### config.mk
export PLATFORM = sky130hd
export DESIGN_NAME = mastermind_scorer
export DESIGN_NICKNAME = d
export VERILOG_FILES = /design/src/rtl/mastermind_scorer.sv
export SDC_FILE = /design/constraint.sdc
export NUM_CORES = 1
export LEC_CHECK = 0
export ABC_AREA = 1
export BUFFER_PORTS_ARGS = -buffer_cell sky130_fd_sc_hd__buf_2
export CAP_MARGIN = 5
export CORE_MARGIN = 2
export CORE_UTILIZATION = 50
export DETAILED_ROUTE_END_ITERATION = 6
export GPL_TIMING_DRIVEN = 0
export PLACE_DENSITY = 0.68
export SLEW_MARGIN = 5
export SYNTH_ARGS = -nofsm -noshare
export SYNTH_HDL_FRONTEND = slang
export SYNTH_SLANG_ARGS = --single-unit
### constraint.sdc
create_clock -name Clk -period 6.7 [get_ports Clk]
set_input_delay 2.01 -clock Clk [delete_from_list [all_inputs] [get_ports Clk]]
set_output_delay 2.01 -clock Clk [all_outputs]
set_load 0.03 [all_outputs]
### src/rtl/mastermind_scorer.sv
// -----------------------------------------------------------------------------
// mastermind_scorer
//
// Purpose:
//   Multi-cycle Mastermind feedback engine. On an accepted start it latches a
//   guess and the secret answer. It then walks the peg slots one per cycle,
//   counting exact matches and building colour histograms of the unmatched
//   pegs. Next it walks the colour codes one per cycle, summing
//   min(hist_guess, hist_answer) into the partial-match count. The results are
//   published together with a one-cycle done pulse and are held until the next
//   result is published.
//
// Timing (default parameters):
//   start accepted at edge k -> done rises at edge k + N_POS + N_COLORS - 1.
//   busy is high from edge k until the edge on which done rises. A start during
//   the done cycle is accepted exactly as in idle, so scoring can run
//   back-to-back.
//
// Ports:
//   Clk      in   1                  system clock, rising edge
//   Reset    in   1                  asynchronous, active-high reset
//   start    in   1                  request to score; sampled only when busy=0
//   guess    in   N_POS*COLOR_W      guess pegs (peg p at [p*COLOR_W +: COLOR_W])
//   answer   in   N_POS*COLOR_W      secret pegs, same layout as guess
//   busy     out  1                  scoring in progress
//   done     out  1                  one-cycle pulse: results valid
//   exact    out  CNT_W              right colour, right slot
//   partial  out  CNT_W              right colour, wrong slot
//   win      out  1                  exact == N_POS
//
// Colour code 0 is blank. Codes >= N_COLORS are out of range. Neither kind
// ever scores.
// -----------------------------------------------------------------------------
module mastermind_scorer #(
  parameter int N_POS    = 4,
  parameter int COLOR_W  = 3,
  parameter int N_COLORS = 7,
  localparam int CNT_W   = $clog2(N_POS + 1)
) (
  input  logic                     Clk,
  input  logic                     Reset,
  input  logic                     start,
  input  logic [N_POS*COLOR_W-1:0] guess,
  input  logic [N_POS*COLOR_W-1:0] answer,
  output logic                     busy,
  output logic                     done,
  output logic [CNT_W-1:0]         exact,
  output logic [CNT_W-1:0]         partial,
  output logic                     win
);

  localparam int POS_W = (N_POS > 1) ? $clog2(N_POS) : 1;
  localparam int COL_W = $clog2(N_COLORS);

  typedef enum logic [1:0] {
    S_IDLE,
    S_EXACT,
    S_COUNT,
    S_DONE
  } state_t;

  state_t                     r_state;
  logic [N_POS*COLOR_W-1:0]   r_guess;
  logic [N_POS*COLOR_W-1:0]   r_answer;
  logic [POS_W-1:0]           r_pos;
  logic [COL_W-1:0]           r_col;
  logic [CNT_W-1:0]           r_exact_cnt;
  logic [CNT_W-1:0]           r_partial_cnt;
  logic [CNT_W-1:0]           r_hist_g [N_COLORS];
  logic [CNT_W-1:0]           r_hist_a [N_COLORS];

  logic [COLOR_W-1:0]         w_g_peg;
  logic [COLOR_W-1:0]         w_a_peg;
  logic                       w_g_valid;
  logic                       w_a_valid;
  logic                       w_is_exact;
  logic [CNT_W-1:0]           w_hist_g_sel;
  logic [CNT_W-1:0]           w_hist_a_sel;
  logic [CNT_W-1:0]           w_min;
  logic [CNT_W-1:0]           w_partial_next;
  logic                       w_accept;
  logic                       w_last_pos;
  logic                       w_last_col;

  // Current peg pair and the histogram entries for the current colour.
  // NOTE: every always_comb output gets a default first so no path leaves it
  // unassigned, which would otherwise infer a latch.
  always_comb begin
    w_g_peg      = '0;
    w_a_peg      = '0;
    w_hist_g_sel = '0;
    w_hist_a_sel = '0;
    for (int p = 0; p < N_POS; p++) begin
      if (r_pos == POS_W'(p)) begin
        w_g_peg = r_guess[p*COLOR_W +: COLOR_W];
        w_a_peg = r_answer[p*COLOR_W +: COLOR_W];
      end
    end
    for (int c = 0; c < N_COLORS; c++) begin
      if (r_col == COL_W'(c)) begin
        w_hist_g_sel = r_hist_g[c];
        w_hist_a_sel = r_hist_a[c];
      end
    end
  end

  // Compare one bit wider so that N_COLORS == 2**COLOR_W still works.
  assign w_g_valid      = (w_g_peg != '0) &&
                          ({1'b0, w_g_peg} < (COLOR_W+1)'(N_COLORS));
  assign w_a_valid      = (w_a_peg != '0) &&
                          ({1'b0, w_a_peg} < (COLOR_W+1)'(N_COLORS));
  assign w_is_exact     = (w_g_peg == w_a_peg) && w_g_valid;
  assign w_min          = (w_hist_g_sel < w_hist_a_sel) ? w_hist_g_sel : w_hist_a_sel;
  assign w_partial_next = r_partial_cnt + w_min;
  assign w_last_pos     = (r_pos == POS_W'(N_POS - 1));
  assign w_last_col     = (r_col == COL_W'(N_COLORS - 1));
  // busy is low only in IDLE and DONE, so this is "start while not busy".
  assign w_accept       = start && ((r_state == S_IDLE) || (r_state == S_DONE));

  // NOTE: sequential state uses non-blocking assignments only, so every
  // register samples the pre-edge values and simulation order cannot matter.
  always_ff @(posedge Clk or posedge Reset) begin
    if (Reset) begin
      r_state       <= S_IDLE;
      r_guess       <= '0;
      r_answer      <= '0;
      r_pos         <= '0;
      r_col         <= '0;
      r_exact_cnt   <= '0;
      r_partial_cnt <= '0;
      busy          <= 1'b0;
      done          <= 1'b0;
      exact         <= '0;
      partial       <= '0;
      win           <= 1'b0;
      // NOTE: the histograms are small register arrays, not RAM. They are
      // reset explicitly because an aborted run must not leak counts.
      for (int c = 0; c < N_COLORS; c++) begin
        r_hist_g[c] <= '0;
        r_hist_a[c] <= '0;
      end
    end else begin
      done <= 1'b0;
      unique case (r_state)
        S_IDLE, S_DONE: begin
          if (w_accept) begin
            r_state       <= S_EXACT;
            r_guess       <= guess;
            r_answer      <= answer;
            r_pos         <= '0;
            r_col         <= '0;
            r_exact_cnt   <= '0;
            r_partial_cnt <= '0;
            busy          <= 1'b1;
            for (int c = 0; c < N_COLORS; c++) begin
              r_hist_g[c] <= '0;
              r_hist_a[c] <= '0;
            end
          end else begin
            r_state <= S_IDLE;
          end
        end

        S_EXACT: begin
          if (w_is_exact) begin
            r_exact_cnt <= r_exact_cnt + 1'b1;
          end else begin
            // Only unmatched pegs can contribute to partial matches. Blank and
            // out-of-range codes never match any colour slot.
            for (int c = 1; c < N_COLORS; c++) begin
              if (w_g_valid && (w_g_peg == COLOR_W'(c)))
                r_hist_g[c] <= r_hist_g[c] + 1'b1;
              if (w_a_valid && (w_a_peg == COLOR_W'(c)))
                r_hist_a[c] <= r_hist_a[c] + 1'b1;
            end
          end
          if (w_last_pos) begin
            r_state <= S_COUNT;
            r_col   <= COL_W'(1);
          end else begin
            r_pos <= r_pos + 1'b1;
          end
        end

        S_COUNT: begin
          r_partial_cnt <= w_partial_next;
          if (w_last_col) begin
            // Publish all results together on the edge that enters DONE.
            r_state <= S_DONE;
            busy    <= 1'b0;
            done    <= 1'b1;
            exact   <= r_exact_cnt;
            partial <= w_partial_next;
            win     <= (r_exact_cnt == CNT_W'(N_POS));
          end else begin
            r_col <= r_col + 1'b1;
          end
        end

        default: r_state <= S_IDLE;
      endcase
    end
  end

endmodule

## Yosys cells after proc, flatten, opt, wreduce, memory -nomap -nowiden

Index checks and enable logic that the tools add are counted.

| operators by class | value |
|---|---|
| add/sub/neg operators | 16 |
| order comparisons | 3 |
| equal/unequal tests | 45 |
| multiplexer cells | 57 |
| reduce and logical (&&, ||, !) cells | 44 |

Operators with widths:

| operator | count |
|---|---|
| 3-bit two-way mux | 37 |
| 18-bit case mux with 2 select lines | 2 |
| 18-bit two-way mux | 3 |
| 4-bit AND reduction | 12 |
| 3-bit by 1-bit adder with 3-bit output, second input constant | 14 |
| 2-bit inequality test, second input constant | 19 |
| 3-bit equality test, second input constant | 10 |
| 3-bit by 2-bit equality test with 1-bit output, second input constant | 6 |
| 1-bit logical AND | 16 |
| 3-bit case mux with 2 select lines | 2 |
| 3-bit AND reduction | 4 |
| 3-bit by 1-bit equality test with 1-bit output, second input constant | 3 |
| 3-bit case mux with 3 select lines | 1 |
| 2-bit equality test, second input constant | 4 |
| 2-bit two-way mux | 4 |
| 2-bit AND reduction | 4 |
| 3-bit less-than comparator, second input constant | 2 |
| 2-bit case mux with 3 select lines | 1 |
| 3-bit nonzero test | 2 |
| 1-bit two-way mux | 5 |
| 2-bit by 1-bit equality test with 1-bit output, second input constant | 2 |
| 2-bit logical NOT | 2 |
| 2-bit case mux with 2 select lines | 1 |
| 2-bit nonzero test | 2 |
| other kinds (7) | 7 |

| word-level totals | value |
|---|---|
| register bits | 82 |
| input port bits | 27 |
| output and inout bits | 9 |
| word-level logic and storage cells | 189 |

## Depth between registers and ports, before layout

| logic depth | value |
|---|---|
| depth in word-level cells | 11 |
| gate-level depth with buffers | 23 |
| gate-level depth less buffers | 23 |

## Worst setup path after synthesis

Ideal clock, no wire load.

| path | value |
|---|---|
| path type | input-to-reg |
| start | input start |
| end | register r_hist_a[6] in the netlist's numbering |
| setup time | 0.067 ns |
| arrival time | 3.151 ns |
| required time | 6.633 ns |
| setup slack | 3.482 ns |
| cell stages on the path | 8 |
| buffers on the path | 1 |
| cells stage by stage | nand2_1 > clkinv_1 > a21oi_2 > clkinv_1 > clkbuf_1 > nand3_1 > nand2_1 > nand2_1 |

| between the ends | value |
|---|---|
| longest elaborated chain between the ends | 3 |

RTL lines:

| what | RTL line | text |
|---|---|---|
| start: declaration | 42 | `input logic start,` |
| 1-bit logical AND | 118 | `assign w_accept = start && ((r_state == S_IDLE) \|\| (r_state == S_DONE));` |
| 2-bit inequality test (no source line) | - |  |
| 4-bit AND reduction (no source line) | - |  |
| end signal: indexed assignment | 174 | `r_hist_a[c] <= r_hist_a[c] + 1'b1;` |
| end: declaration | 70 | `logic [CNT_W-1:0] r_hist_a [N_COLORS];` |

No other way between the ends.
A chain may end at the register's enable or synchronous reset.

## Final worst setup path

| path | value |
|---|---|
| start | input start |
| end | register r_hist_a[10] in the netlist's numbering |

Same word-level chain as after synthesis.

==> qor.txt <==
Final standard cell area without fillers -> 0.005446 mm2
Gate count after technology mapping -> 659
Die Height -> 102.7 um
Horizontal extent of the die -> 102.7 um
Number of global-route vias before repair -> 4,220
1st-iter DRT viols -> 329
Maximum Capacitance Violations -> 0
Post-CTS Hold Fix Bufs -> 0
Synthesis warning total -> 0
Total congestion overflow -> 0
RSZ-0062 raised after global routing -> no
Hold WC Path Type -> flip-flop to flip-flop
Seq/Total Area, Yosys -> 0.4211
Critical path class -> input pin to flip-flop
Peak Freq -> 0.2737 GHz
Total power -> 2.382 mW
Minimum period implied by the final worst setup slack -> 3.654 ns
H-tree levels -> 3
Initial antenna violation count -> 0
DR vias -> 4,459
Cell breakdown of the critical path -> buf_2, nand2_1, clkinv_1, a21oi_2, clkinv_1, clkbuf_1, nand3_1, nand2_1, nand2_1
Post-CTS repair timing setup buffer count -> 0
Drt wl/cell -> 14.59 um
Clk sinks -> 82
Layout cell share with drive strength beyond 1 -> 0.1041
Final Routed Wirelength -> 12,320 um
Nature of the critical path endpoint -> flip-flop
Transition time of the tightest slew-check pin -> 0.7501 ns
Antenna cells -> 0
Filler cell count in the final layout -> 927
Final worst-path cycle share -> 0.5453
Number of primary I/O pins -> 36
Final setup violation count -> 0
All-layer global routing usage -> 0.2556
Num rows -> 36
Syn_nets -> 716
DRC viols -> 0
Largest net degree at the start of global routing -> 58
Post-synth cell types -> 31
Data required time of the worst path -> 7.01 ns
Worst clock skew -> 0.01307 ns
Synthesized area per cell -> 7.395 um2
Aggregate negative setup slack -> 0 ns
Arrival time of the worst setup path -> 3.96 ns
Wire length of the first global-routing pass -> 20,510 um
Max_slew headroom -> 0.4957
Die Outline Area -> 0.01055 mm2
Clock-pin slew of the registers on the worst-case setup and hold paths -> 0.09 ns
TritonRoute pass-1 iters -> 7
Number of nets still failing antenna checks after routing -> 0
CTS Buf Count -> 9
Clock tree from TritonCTS -> built
Critical path startpoint category -> input pin
Critical path peak fanout -> 10
Flip-flop and latch count after synthesis -> 82
Core area -> 0.009594 mm2
Initial core utilization -> 0.5080
Via density -> 5.283
Fin. Hold Viols -> 0
Area Overhead vs Synth -> 11.76%
Total cell area at the placement stage -> 0.005245 mm2
Largest stage delay, worst path -> 0.35 ns
Root buffer cell -> sky130_fd_sc_hd__clkbuf_8
CP most frequent cell -> sky130_fd_sc_hd__nand2_1
Hpwl dp -> 8983 um
Status -> complete, no violations
Net count of the finished layout -> 763
Clock latency at the later pin of the worst-skew pair -> 0.37 ns
Post-cts gate resize count -> 0
Final number of max-transition violations -> 0
Final weighted congestion in routability-driven placement -> 0.9016
I/O Buffers -> 35
Cell area after synthesis -> 0.004873 mm2
Total power per unit cell area -> 437.3 mW/mm2
Leakage power total -> 3.018 nW
Clk buf depth -> 2
Worst voltage drop across the vdd grid -> 0.2401 mV
Critical-path top delay cell -> sky130_fd_sc_hd__clkinv_1
==> registers in the layout, summed over array words and instances, names as in the netlist <==
name	cells
r_guess	12
r_hist_g	18
done	1
exact	3
busy	1
r_pos	2
r_answer	12
r_exact_cnt	3
r_col	3
win	1
r_hist_a	18
r_partial_cnt	3
partial	3
r_state	2
==> final timing paths <==
path                                       from                           end  slack, ns  depth (start not counted)
max                                       start      r_hist_a[10]$_DFFE_PP0P_       3.05                          9
min                             win$_DFFE_PP0P_               win$_DFFE_PP0P_       0.48                          2
max reg2reg                r_col[0]$_DFFE_PP0P_  r_partial_cnt[2]$_DFFE_PP0P_       3.16                         20
min reg2reg                     win$_DFFE_PP0P_               win$_DFFE_PP0P_       0.48                          2
max in group asynchronous                 Reset      r_hist_a[12]$_DFFE_PP0P_       4.49                          3
min in group asynchronous                 Reset    r_exact_cnt[1]$_DFFE_PP0P_       1.60                          2
==> layout by cell type (no fill, tap or decap), types with 2 or more instances in the layout <==
master	instances
sky130_fd_sc_hd__nor2_2	2
sky130_fd_sc_hd__clkbuf_1	16
sky130_fd_sc_hd__clkbuf_8	9
sky130_fd_sc_hd__clkinvlp_4	4
sky130_fd_sc_hd__a21oi_1	11
sky130_fd_sc_hd__buf_6	2
sky130_fd_sc_hd__o21ai_0	32
sky130_fd_sc_hd__o31ai_1	2
sky130_fd_sc_hd__a21boi_1	2
sky130_fd_sc_hd__nand3_1	35
sky130_fd_sc_hd__o211ai_1	5
sky130_fd_sc_hd__inv_6	2
sky130_fd_sc_hd__inv_2	3
sky130_fd_sc_hd__ha_1	29
sky130_fd_sc_hd__nand4_1	38
sky130_fd_sc_hd__inv_1	45
sky130_fd_sc_hd__o21a_1	2
sky130_fd_sc_hd__nor2_1	51
sky130_fd_sc_hd__buf_2	39
sky130_fd_sc_hd__o21ai_1	4
sky130_fd_sc_hd__or2_2	4
sky130_fd_sc_hd__xnor2_1	13
sky130_fd_sc_hd__a21oi_2	2
sky130_fd_sc_hd__nand2_1	263
sky130_fd_sc_hd__clkinv_1	3
sky130_fd_sc_hd__dfrtp_1	82
==> kinds of logic (layout without fill, tap and decap cells) <==
family	count (synthesis)	in the layout	share of synthesized area
DFF	82	82	0.4211
adders and majority gates	30	30	0.07856
buffers and inverters	75	127	0.06265
xor gates and xnor gates	14	14	0.02516
AOI/OAI and AO/OA	63	63	0.07420
and+or+nand+nor	395	395	0.3384
==> worst max-delay path: cells and delay by family <==
kind,cells,cell delay [ns]
AO/OA/AOI/OAI,1,0.29
AND/OR/NAND/NOR,4,0.62
buffers and inverters,4,1.04
==> per-stage QoR <==
step | utilization | worst slack, ns | instances | hold slack (ns)
detailed placement | 0.5467 | 2.706 | 828 | 0.4609
CTS | 0.5677 | 3.078 | 844 | 0.4837
global placement | 0.5436 | 1.534 | 827 | 0.4538
finish | 0.5677 | 3.046 | 844 | 0.4829
global route | 0.5677 | 2.828 | 844 | 0.4984
floorplan | - | 2.582 | 659 | 0.4487
==> report_power, final <==
group	switching (mW)	leakage [nW]	internal, mW	total [mW]
sequential	0.111	1.09	0.642	0.753
clock	0.207	0.0885	0.175	0.382
combinational	0.886	1.84	0.360	1.25
total	1.21	3.02	1.18	2.38
==> Yosys cell counts (all sizes together) <==
cell type	n	area share
o21ai	37	0.039
o31ai	2	0.0031
ha	29	0.074
nand4	39	0.051
xnor2	13	0.023
xor2	1	0.0018
clkbuf	16	0.012
o21a	2	0.0031
clkinv	3	0.0023
a21oi	13	0.015
nor2	53	0.042
a31oi	1	0.0013
nand3	35	0.036
o211ai	5	0.0077
inv	49	0.038
buf	7	0.010
nand2	263	0.20
nand3b	1	0.0015
fa	1	0.0041
or2	4	0.0051
a21boi	3	0.0054
dfrtp	82	0.42
==> layer usage <==
| layer | track usage | up-vias | wire (um) |
|---|---|---|---|
| li1 | - | 2226 | - |
| met1 | 0.3472 | 2065 | 5646 |
| met2 | 0.3992 | 140 | 5629 |
| met3 | 0.04475 | 28 | 691 |
| met4 | 0.1190 | 0 | 350 |
| met5 | 0 | - | 0 |
==> final cells by class <==
type                            instances  area [um2]  area share
Tap cell                              133       166.4     0.03055
Clock inverter                          7       77.57     0.01424
Buffer                                 23       110.1     0.02022
Clock buffer                            9       123.9     0.02274
Timing Repair Buffer                   36       202.7     0.03722
Multi-Input combinational cell        502        2516      0.4620
Sequential cell                        82        2052      0.3768
Inverter                               52       197.7     0.03630
No activity file was read; power rests on OpenSTA's default activity.
